$ cat src/rtl/iot_dev_pkg.sv
// Shared types and sizing helpers for the IOT serial device.
package iot_dev_pkg;

    typedef enum logic [1:0] {
        TX_IDLE  = 2'd0,
        TX_START = 2'd1,
        TX_DATA  = 2'd2,
        TX_STOP  = 2'd3
    } tx_state_t;

    typedef enum logic [1:0] {
        RX_IDLE  = 2'd0,
        RX_START = 2'd1,
        RX_DATA  = 2'd2,
        RX_STOP  = 2'd3
    } rx_state_t;

    function automatic int cnt_width(input int clks_per_bit);
        return (clks_per_bit > 1) ? $clog2(clks_per_bit) : 1;
    endfunction

endpackage

$ cat src/rtl/iot_serial_device_rx.sv
// 8N1 receiver: two-flop synchronizer, mid-bit sampling, glitch and framing checks.
module iot_uart_rx
    import iot_dev_pkg::*;
#(
    parameter int CLKS_PER_BIT = 16
) (
    input  logic       clk,
    input  logic       nrst,
    input  logic       rxd,
    output logic       byte_valid,
    output logic [7:0] rx_byte,
    output logic       ferr
);

    localparam int CW = cnt_width(CLKS_PER_BIT);
    localparam logic [CW-1:0] HALF_LAST = CW'(CLKS_PER_BIT / 2 - 1);
    localparam logic [CW-1:0] FULL_LAST = CW'(CLKS_PER_BIT - 1);

    logic            sync1_r, sync2_r;
    rx_state_t       state_r, state_s;
    logic [CW-1:0]   cnt_r, cnt_s;
    logic [2:0]      idx_r, idx_s;
    logic [7:0]      shreg_r, shreg_s;
    logic            valid_r, valid_s;
    logic            ferr_r, ferr_s;

    // Next-state logic: start sampled at half a bit, then every full bit period.
    always_comb begin
        state_s = state_r;
        cnt_s   = cnt_r + CW'(1);
        idx_s   = idx_r;
        shreg_s = shreg_r;
        valid_s = 1'b0;
        ferr_s  = 1'b0;
        case (state_r)
            RX_IDLE: begin
                cnt_s = {CW{1'b0}};
                if (!sync2_r) state_s = RX_START;
                else          state_s = RX_IDLE;
            end
            RX_START: begin
                if (cnt_r == HALF_LAST) begin
                    cnt_s = {CW{1'b0}};
                    idx_s = 3'd0;
                    if (!sync2_r) state_s = RX_DATA;
                    else          state_s = RX_IDLE;
                end else begin
                    state_s = RX_START;
                end
            end
            RX_DATA: begin
                if (cnt_r == FULL_LAST) begin
                    cnt_s   = {CW{1'b0}};
                    shreg_s = {sync2_r, shreg_r[7:1]};
                    idx_s   = idx_r + 3'd1;
                    if (idx_r == 3'd7) state_s = RX_STOP;
                    else               state_s = RX_DATA;
                end else begin
                    state_s = RX_DATA;
                end
            end
            RX_STOP: begin
                if (cnt_r == FULL_LAST) begin
                    cnt_s   = {CW{1'b0}};
                    state_s = RX_IDLE;
                    if (sync2_r) valid_s = 1'b1;
                    else         ferr_s  = 1'b1;
                end else begin
                    state_s = RX_STOP;
                end
            end
            default: begin
                state_s = RX_IDLE;
                cnt_s   = {CW{1'b0}};
            end
        endcase
    end

    // State, synchronizer and output registers.
    always_ff @(posedge clk or negedge nrst) begin
        if (!nrst) begin
            sync1_r <= 1'b1;
            sync2_r <= 1'b1;
            state_r <= RX_IDLE;
            cnt_r   <= {CW{1'b0}};
            idx_r   <= 3'd0;
            shreg_r <= 8'h00;
            valid_r <= 1'b0;
            ferr_r  <= 1'b0;
        end else begin
            sync1_r <= rxd;
            sync2_r <= sync1_r;
            state_r <= state_s;
            cnt_r   <= cnt_s;
            idx_r   <= idx_s;
            shreg_r <= shreg_s;
            valid_r <= valid_s;
            ferr_r  <= ferr_s;
        end
    end

    assign byte_valid = valid_r;
    assign rx_byte    = shreg_r;
    assign ferr       = ferr_r;

endmodule

$ cat src/rtl/iot_serial_device.sv
// PDP-8 IOT console device: 8N1 transmitter plus receive flag/holding register.
module iot_serial_device
    import iot_dev_pkg::*;
#(
    parameter int CLKS_PER_BIT = 16,
    parameter bit CLEAR_ACC    = 1'b1
) (
    input  logic       clk,
    input  logic       nrst,
    input  logic       clear,
    input  logic       load,
    input  logic [7:0] dataout,
    output logic       ready,
    output logic       clearacc,
    output logic [7:0] datain,
    input  logic       rxd,
    output logic       txd,
    output logic       tx_busy,
    output logic       rx_overrun,
    output logic       rx_ferr
);

    localparam int CW = cnt_width(CLKS_PER_BIT);
    localparam logic [CW-1:0] FULL_LAST = CW'(CLKS_PER_BIT - 1);

    tx_state_t     tx_state_r, tx_state_s;
    logic [CW-1:0] tx_cnt_r, tx_cnt_s;
    logic [2:0]    tx_idx_r, tx_idx_s;
    logic [7:0]    tx_shreg_r, tx_shreg_s;
    logic          txd_r, txd_s;
    logic          tx_busy_r, tx_busy_s;

    logic          ready_r, ready_s;
    logic          clearacc_r, clearacc_s;
    logic [7:0]    datain_r, datain_s;
    logic          ovr_r, ovr_s;

    logic          rx_valid_s;
    logic [7:0]    rx_byte_s;
    logic          rx_ferr_s;

    iot_uart_rx #(.CLKS_PER_BIT(CLKS_PER_BIT)) u_rx (
        .clk        (clk),
        .nrst       (nrst),
        .rxd        (rxd),
        .byte_valid (rx_valid_s),
        .rx_byte    (rx_byte_s),
        .ferr       (rx_ferr_s)
    );

    // TX next-state: txd is computed one step ahead so the pin itself is a flop.
    always_comb begin
        tx_state_s = tx_state_r;
        tx_cnt_s   = tx_cnt_r + CW'(1);
        tx_idx_s   = tx_idx_r;
        tx_shreg_s = tx_shreg_r;
        txd_s      = txd_r;
        tx_busy_s  = tx_busy_r;
        case (tx_state_r)
            TX_IDLE: begin
                tx_cnt_s = {CW{1'b0}};
                if (load) begin
                    tx_state_s = TX_START;
                    tx_shreg_s = dataout;
                    txd_s      = 1'b0;
                    tx_busy_s  = 1'b1;
                end else begin
                    tx_state_s = TX_IDLE;
                    txd_s      = 1'b1;
                    tx_busy_s  = 1'b0;
                end
            end
            TX_START: begin
                if (tx_cnt_r == FULL_LAST) begin
                    tx_state_s = TX_DATA;
                    tx_cnt_s   = {CW{1'b0}};
                    tx_idx_s   = 3'd0;
                    txd_s      = tx_shreg_r[0];
                end else begin
                    tx_state_s = TX_START;
                end
            end
            TX_DATA: begin
                if (tx_cnt_r == FULL_LAST) begin
                    tx_cnt_s = {CW{1'b0}};
                    if (tx_idx_r == 3'd7) begin
                        tx_state_s = TX_STOP;
                        txd_s      = 1'b1;
                    end else begin
                        tx_state_s = TX_DATA;
                        tx_idx_s   = tx_idx_r + 3'd1;
                        tx_shreg_s = {1'b0, tx_shreg_r[7:1]};
                        txd_s      = tx_shreg_r[1];
                    end
                end else begin
                    tx_state_s = TX_DATA;
                end
            end
            TX_STOP: begin
                if (tx_cnt_r == FULL_LAST) begin
                    tx_state_s = TX_IDLE;
                    tx_cnt_s   = {CW{1'b0}};
                    tx_busy_s  = 1'b0;
                    txd_s      = 1'b1;
                end else begin
                    tx_state_s = TX_STOP;
                end
            end
            default: begin
                tx_state_s = TX_IDLE;
                tx_cnt_s   = {CW{1'b0}};
                txd_s      = 1'b1;
                tx_busy_s  = 1'b0;
            end
        endcase
    end

    // Flag logic: a completing byte beats a coincident clear, but overrun never survives a clear.
    always_comb begin
        if (rx_valid_s) begin
            ready_s  = 1'b1;
            datain_s = rx_byte_s;
        end else begin
            ready_s  = clear ? 1'b0 : ready_r;
            datain_s = datain_r;
        end
        if (clear) begin
            ovr_s = 1'b0;
        end else if (rx_valid_s && ready_r) begin
            ovr_s = 1'b1;
        end else begin
            ovr_s = ovr_r;
        end
        if (CLEAR_ACC) clearacc_s = ready_s;
        else           clearacc_s = 1'b0;
    end

    // TX and flag registers.
    always_ff @(posedge clk or negedge nrst) begin
        if (!nrst) begin
            tx_state_r <= TX_IDLE;
            tx_cnt_r   <= {CW{1'b0}};
            tx_idx_r   <= 3'd0;
            tx_shreg_r <= 8'h00;
            txd_r      <= 1'b1;
            tx_busy_r  <= 1'b0;
            ready_r    <= 1'b0;
            clearacc_r <= 1'b0;
            datain_r   <= 8'h00;
            ovr_r      <= 1'b0;
        end else begin
            tx_state_r <= tx_state_s;
            tx_cnt_r   <= tx_cnt_s;
            tx_idx_r   <= tx_idx_s;
            tx_shreg_r <= tx_shreg_s;
            txd_r      <= txd_s;
            tx_busy_r  <= tx_busy_s;
            ready_r    <= ready_s;
            clearacc_r <= clearacc_s;
            datain_r   <= datain_s;
            ovr_r      <= ovr_s;
        end
    end

    assign txd        = txd_r;
    assign tx_busy    = tx_busy_r;
    assign ready      = ready_r;
    assign clearacc   = clearacc_r;
    assign datain     = datain_r;
    assign rx_overrun = ovr_r;
    assign rx_ferr    = rx_ferr_s;

endmodule

$ cat config.mk
export PLATFORM = sky130hd
export DESIGN_NAME = iot_serial_device
export DESIGN_NICKNAME = d
export VERILOG_FILES = /design/src/rtl/iot_dev_pkg.sv /design/src/rtl/iot_serial_device_rx.sv /design/src/rtl/iot_serial_device.sv
export SDC_FILE = /design/constraint.sdc
export NUM_CORES = 1
export LEC_CHECK = 0
export CAP_MARGIN = 20
export CORE_ASPECT_RATIO = 0.7
export CORE_MARGIN = 2
export CORE_UTILIZATION = 45
export CTS_CLUSTER_DIAMETER = 120
export DETAILED_ROUTE_END_ITERATION = 6
export PLACE_DENSITY_LB_ADDON = 0.08
export SETUP_SLACK_MARGIN = 0.1
export SYNTH_ARGS = -nofsm -noshare
export SYNTH_HDL_FRONTEND = slang
export SYNTH_SLANG_ARGS = --single-unit
export TNS_END_PERCENT = 5
$ cat constraint.sdc
create_clock -name clk -period 2.1 [get_ports clk]
set_input_delay 0.42 -clock clk [delete_from_list [all_inputs] [get_ports clk]]
set_output_delay 0.42 -clock clk [all_outputs]
set_load 0.05 [all_outputs]
# Word level (Yosys, flattened, before mapping)
# Index checks and enable logic that the tools add are counted.
dict set report classes {
  add_sub_neg 4
  eq_ne 18
  mux 48
  n_reduce_logical 17
}
# operator count
set op_table {}
lappend op_table {{$mux W8} 3}
lappend op_table {{$mux W1} 22}
lappend op_table {{$pmux W2 S4} 2}
lappend op_table {{$pmux W8 S2} 1}
lappend op_table {{$mux W3} 5}
lappend op_table {{$mux W2} 6}
lappend op_table {{$mux W4} 3}
lappend op_table {{$pmux W3 S2} 2}
lappend op_table {{$pmux W4 S3} 1}
lappend op_table {{$reduce_bool A2 Y1} 6}
lappend op_table {{$ne A2 B2 Y1 const B} 5}
lappend op_table {{$add A4 B1 Y4 const B} 2}
lappend op_table {{$eq A2 B2 Y1 const B} 4}
lappend op_table {{$eq A4 B4 Y1 const B} 2}
lappend op_table {{$pmux W4 S2} 1}
lappend op_table {{$reduce_and A4 Y1} 2}
lappend op_table {{$add A3 B1 Y3 const B} 2}
lappend op_table {{$eq A3 B3 Y1 const B} 2}
lappend op_table {{$reduce_and A3 Y1} 2}
lappend op_table {{$eq A2 B1 Y1 const B} 2}
lappend op_table {{$eq A4 B3 Y1 const B} 1}
lappend op_table {{$logic_not A2 Y1} 2}
lappend op_table {{$ne A2 B1 Y1 const B} 2}
lappend op_table {{$pmux W1 S4} 1}
lappend op_table {{other kinds (5)} 6}
dict set report word_totals {
  ff_bits 50
  in_bits 13
  out_inout_bits 14
  elab_cells 104
}

# Longest topological paths before layout
dict set report logic_depth {
  depth_word 4
  mapped_depth 6
  ltp_nobuf 5
}

# Cells and area by module
# A second synthesis with hierarchy kept.
dict set report hier_totals {
  cells_unflattened 187
  hier_area_um2 2376.0
}
# module n_inst cells_per_inst area_each_um2 seq_area_each_um2
set by_module_without_submodules {}
lappend by_module_without_submodules {iot_serial_device 1 116 1403.8 726.9}
lappend by_module_without_submodules {iot_uart_rx 1 71 972.2 528.0}

# Worst setup path before layout
# Ideal clock, no wire load.
dict set report synth_path {
  path_kind {register to register}
  from {register tx_idx_r[0]}
  to {register tx_shreg_r[0]}
  setup_time_ns 0.080
  arrival_time_ns 1.614
  t_required_ns 2.020
  slack_ns 0.407
  stages_incl_launch_ff 6
  n_path_buf 0
  synth_period_minus_slack_ns 1.693
  path_cell_list {dfrtp_1 -> ha_1 -> ha_1 -> and2_1 -> a2111oi_4 -> a2bb2oi_1}
}
dict set report synth_between {
  elab_chain_cells 3
}
# item line_no
set synth_lines {}
lappend synth_lines {{from (decl)} iot_serial_device.sv:28} ;# logic [2:0] tx_idx_r, tx_idx_s;
lappend synth_lines {{from (signal assigned)} iot_serial_device.sv:154} ;# tx_idx_r <= tx_idx_s;
lappend synth_lines {{$eq A3 B3 Y1} iot_serial_device.sv:86} ;# if (tx_idx_r == 3'd7) begin
lappend synth_lines {{$ne A2 B2 Y1 (no source line)} -}
lappend synth_lines {{$reduce_and A4 Y1 (no source line)} -}
lappend synth_lines {{to (signal assigned)} iot_serial_device.sv:155} ;# tx_shreg_r <= tx_shreg_s;
lappend synth_lines {{to (decl)} iot_serial_device.sv:29} ;# logic [7:0] tx_shreg_r, tx_shreg_s;
# No other way between the ends.
# A chain may end at the register's enable or synchronous reset.

==> impl_metrics.toml <==
[timing]
clock_skew_ps = 8.273
hold_viol = 0
min_period_over_period = 0.9158
worst_pin_slew_ps = 826.6
setup_slack_ps = 176.9
timing.setup.tns_ps = 0
max_freq_mhz = 520.0
slew_violations = 0
setup_violations = 0
max_slew_margin = 0.4489
timing.hold.ws_ps = 65.37
finalCriticalPeriod_ps = 1923
rsz0062_at_grt = "false"

[clock_network]
cts_hold_buf = 0
cts_root_buffer = "clkbuf_8"
clk_path_buf_depth = 2
clk_pin_slew_ps = 90
cts_setup_buffers = 0
cts_tree = "done"
insertion_delay_ps = 290
cts-resized-gates = 0
htreeDepth = 2
cts.sinks = 50
cts_buffers = 5

[pwr]
leakage_nw = 1.260
p_per_area_nw_per_um2 = 1002
power_mw = 2.813
ir_drop_mv = 0.6166

[final_layout]
drive_gt1_frac = 0.1515
area_growth_pct = 16.46
n_antenna_cell = 0
final_cell_area_um2 = 2806
layout_common_cells = "dfrtp_1 (47), clkdlybuf4s50_1 (24), nor2_1 (12), mux2_2 (12), ha_1 (10)"
post-route-util = 0.5394
layout_commonest_cell = "dfrtp_1"
final_nets = 253
fin_cells = 303

[synthesis]
synth_compound_area_frac = 0.1464
synth_cell_types = 52
synthAdderAreaFrac = 0.05192
synth-seq-cells = 50
syn_area_per_cell_um2 = 11.64
yosysSeqAreaShare = 0.5208
syn-cell-area_um2 = 2410
synthArstFlopShare = 1.000
yosys_warnings = 0
synthCells = 207
synth_edf_count = 0
synth_nets = 230
synth_top_family_by_area = "simple AND/OR/NAND/NOR gates"
synth_ff_type = "dfrtp_1"
synth-simple-area-share = 0.1516
synth_mux_area_frac = 0.07425
synthXorXnorAreaFrac = 0.01454

[route]
postRouteAntennaNets = 0
wirelength_um = 4492
drc = 0
vias_per_cell = 5.383
vias = 1631
first_iter_violations = 59
wl_per_cell_um = 14.83
firstDrtPassIters = 4

[global_route]
grt.total_usage = 0.1659
grt_use_met2 = 0.2601
gr-usage-met3 = 0.03555
grt_start_max_net_pins = 26
first_global_vias = 1603
grtUsageMet1 = 0.2364
grt.busiest_layer = "met2"
grt-ovfl-total = 0
antenna_found_initial = 0
grt_pass1_wl_um = 7893

[critical_path]
worst-path-buf-inv = 1
path_cells = "clkdlybuf4s50_1"
critPathLaunch = "clearacc"
worst_path_largest_cell_delay_ps = 820
r2r_start = "tx_idx_r[0]"
crit_required_ps = 1680
slowest_stage = "clkdlybuf4s50_1"
critical_path.top_delay_family = "buffers and inverters"
crit_path_end_kind = "primary output"
cp.arrival_ps = 1500
critPathKind = "reg2out"
worstPathMaxFanout = 4
worstSetupStartpointType = "register"

[placement]
gp_congestion = 0.7784
place_area_um2 = 2711
post-dp-hpwl_um = 3202
io_buffer_count = 26
place_ws_ps = 206.9
placed_cells = 295

[job]
cap_violations = 0

[die]
start_util = 0.4632
die_area_um2 = 5966
ios = 27
num_rows = 22
die_w_um = 91.47
die_y_um = 65.23
coreArea_um2 = 5202

[status]
status = "completed"

[hold_path]
hold_class = "in2async"
## registers in the layout, indices dropped and copies added (netlist names), 2 cells and up
| register | cells |
|---|---|
| u_rx.idx_r | 3 |
| datain | 8 |
| tx_idx_r | 3 |
| tx_cnt_r | 4 |
| u_rx.state_r | 2 |
| tx_state_r | 2 |
| u_rx.cnt_r | 4 |
| tx_shreg_r | 8 |
| u_rx.rx_byte | 8 |
## metal layers
layer  vias up  share of wire
met4         0         0.0053
met3         2          0.028
met5         -              0
met1       789           0.50
li1        808              -
met2        32           0.46
## final cells by class
type / instances / area (um^2)
Clock buffer: 6 / 82.58
Clock inverter: 2 / 12.51
Fill cell: 439 / 2396
Inverter: 9 / 33.78
Multi-Input combinational cell: 135 / 1057
Sequential cell: 50 / 1255
Tap cell: 72 / 90.09
Timing Repair Buffer: 29 / 275.3
## cells in the mapped netlist (all sizes together) (2+ instances only)
cell | count | area share
a211o | 2 | 0.0073
a211oi | 2 | 0.0062
a21o | 2 | 0.0062
a21oi | 4 | 0.0083
a221o | 2 | 0.0083
a2bb2oi | 7 | 0.025
a311oi | 2 | 0.0073
a32oi | 3 | 0.011
and3 | 6 | 0.016
buf | 10 | 0.022
clkbuf | 3 | 0.0047
dfrtp | 47 | 0.49
dfstp | 3 | 0.033
ha | 10 | 0.052
inv | 9 | 0.014
mux2 | 15 | 0.070
nand2 | 5 | 0.0078
nand3 | 4 | 0.013
nand4 | 3 | 0.010
nor2 | 13 | 0.021
nor2b | 4 | 0.010
nor3 | 7 | 0.017
nor3b | 2 | 0.0062
o21ai | 7 | 0.015
o22ai | 8 | 0.021
or3b | 7 | 0.025
xnor2 | 3 | 0.011
## cells by family after synthesis
kind of cell,count (synthesis)
DFF,50
xor gates and xnor gates,4
AOI/OAI and AO/OA,46
buffers and inverters,22
and+or+nand+nor,59
adders and majority gates,10
muxes,16
## report_power, final
group	leakage [nW]	switching, mW	internal [mW]
clock network	0.0472	0.302	0.265
logic	0.562	0.441	0.395
registers	0.651	0.251	1.16
total	1.26	0.994	1.82
## final timing paths
path | slack (ps) | end | depth (start not counted)
setup / recovery | 180 | ready | 1
hold / removal | 70 | tx_shreg_r[6] | 1
setup reg to reg | 220 | tx_shreg_r[3] | 5
hold reg to reg | 360 | u_rx.sync2_r | 0
max in group asynchronous | 1390 | u_rx.sync1_r | 2
min in group clk | 360 | u_rx.sync2_r | 0
Note: power is estimated with default switching activity, not from simulation.
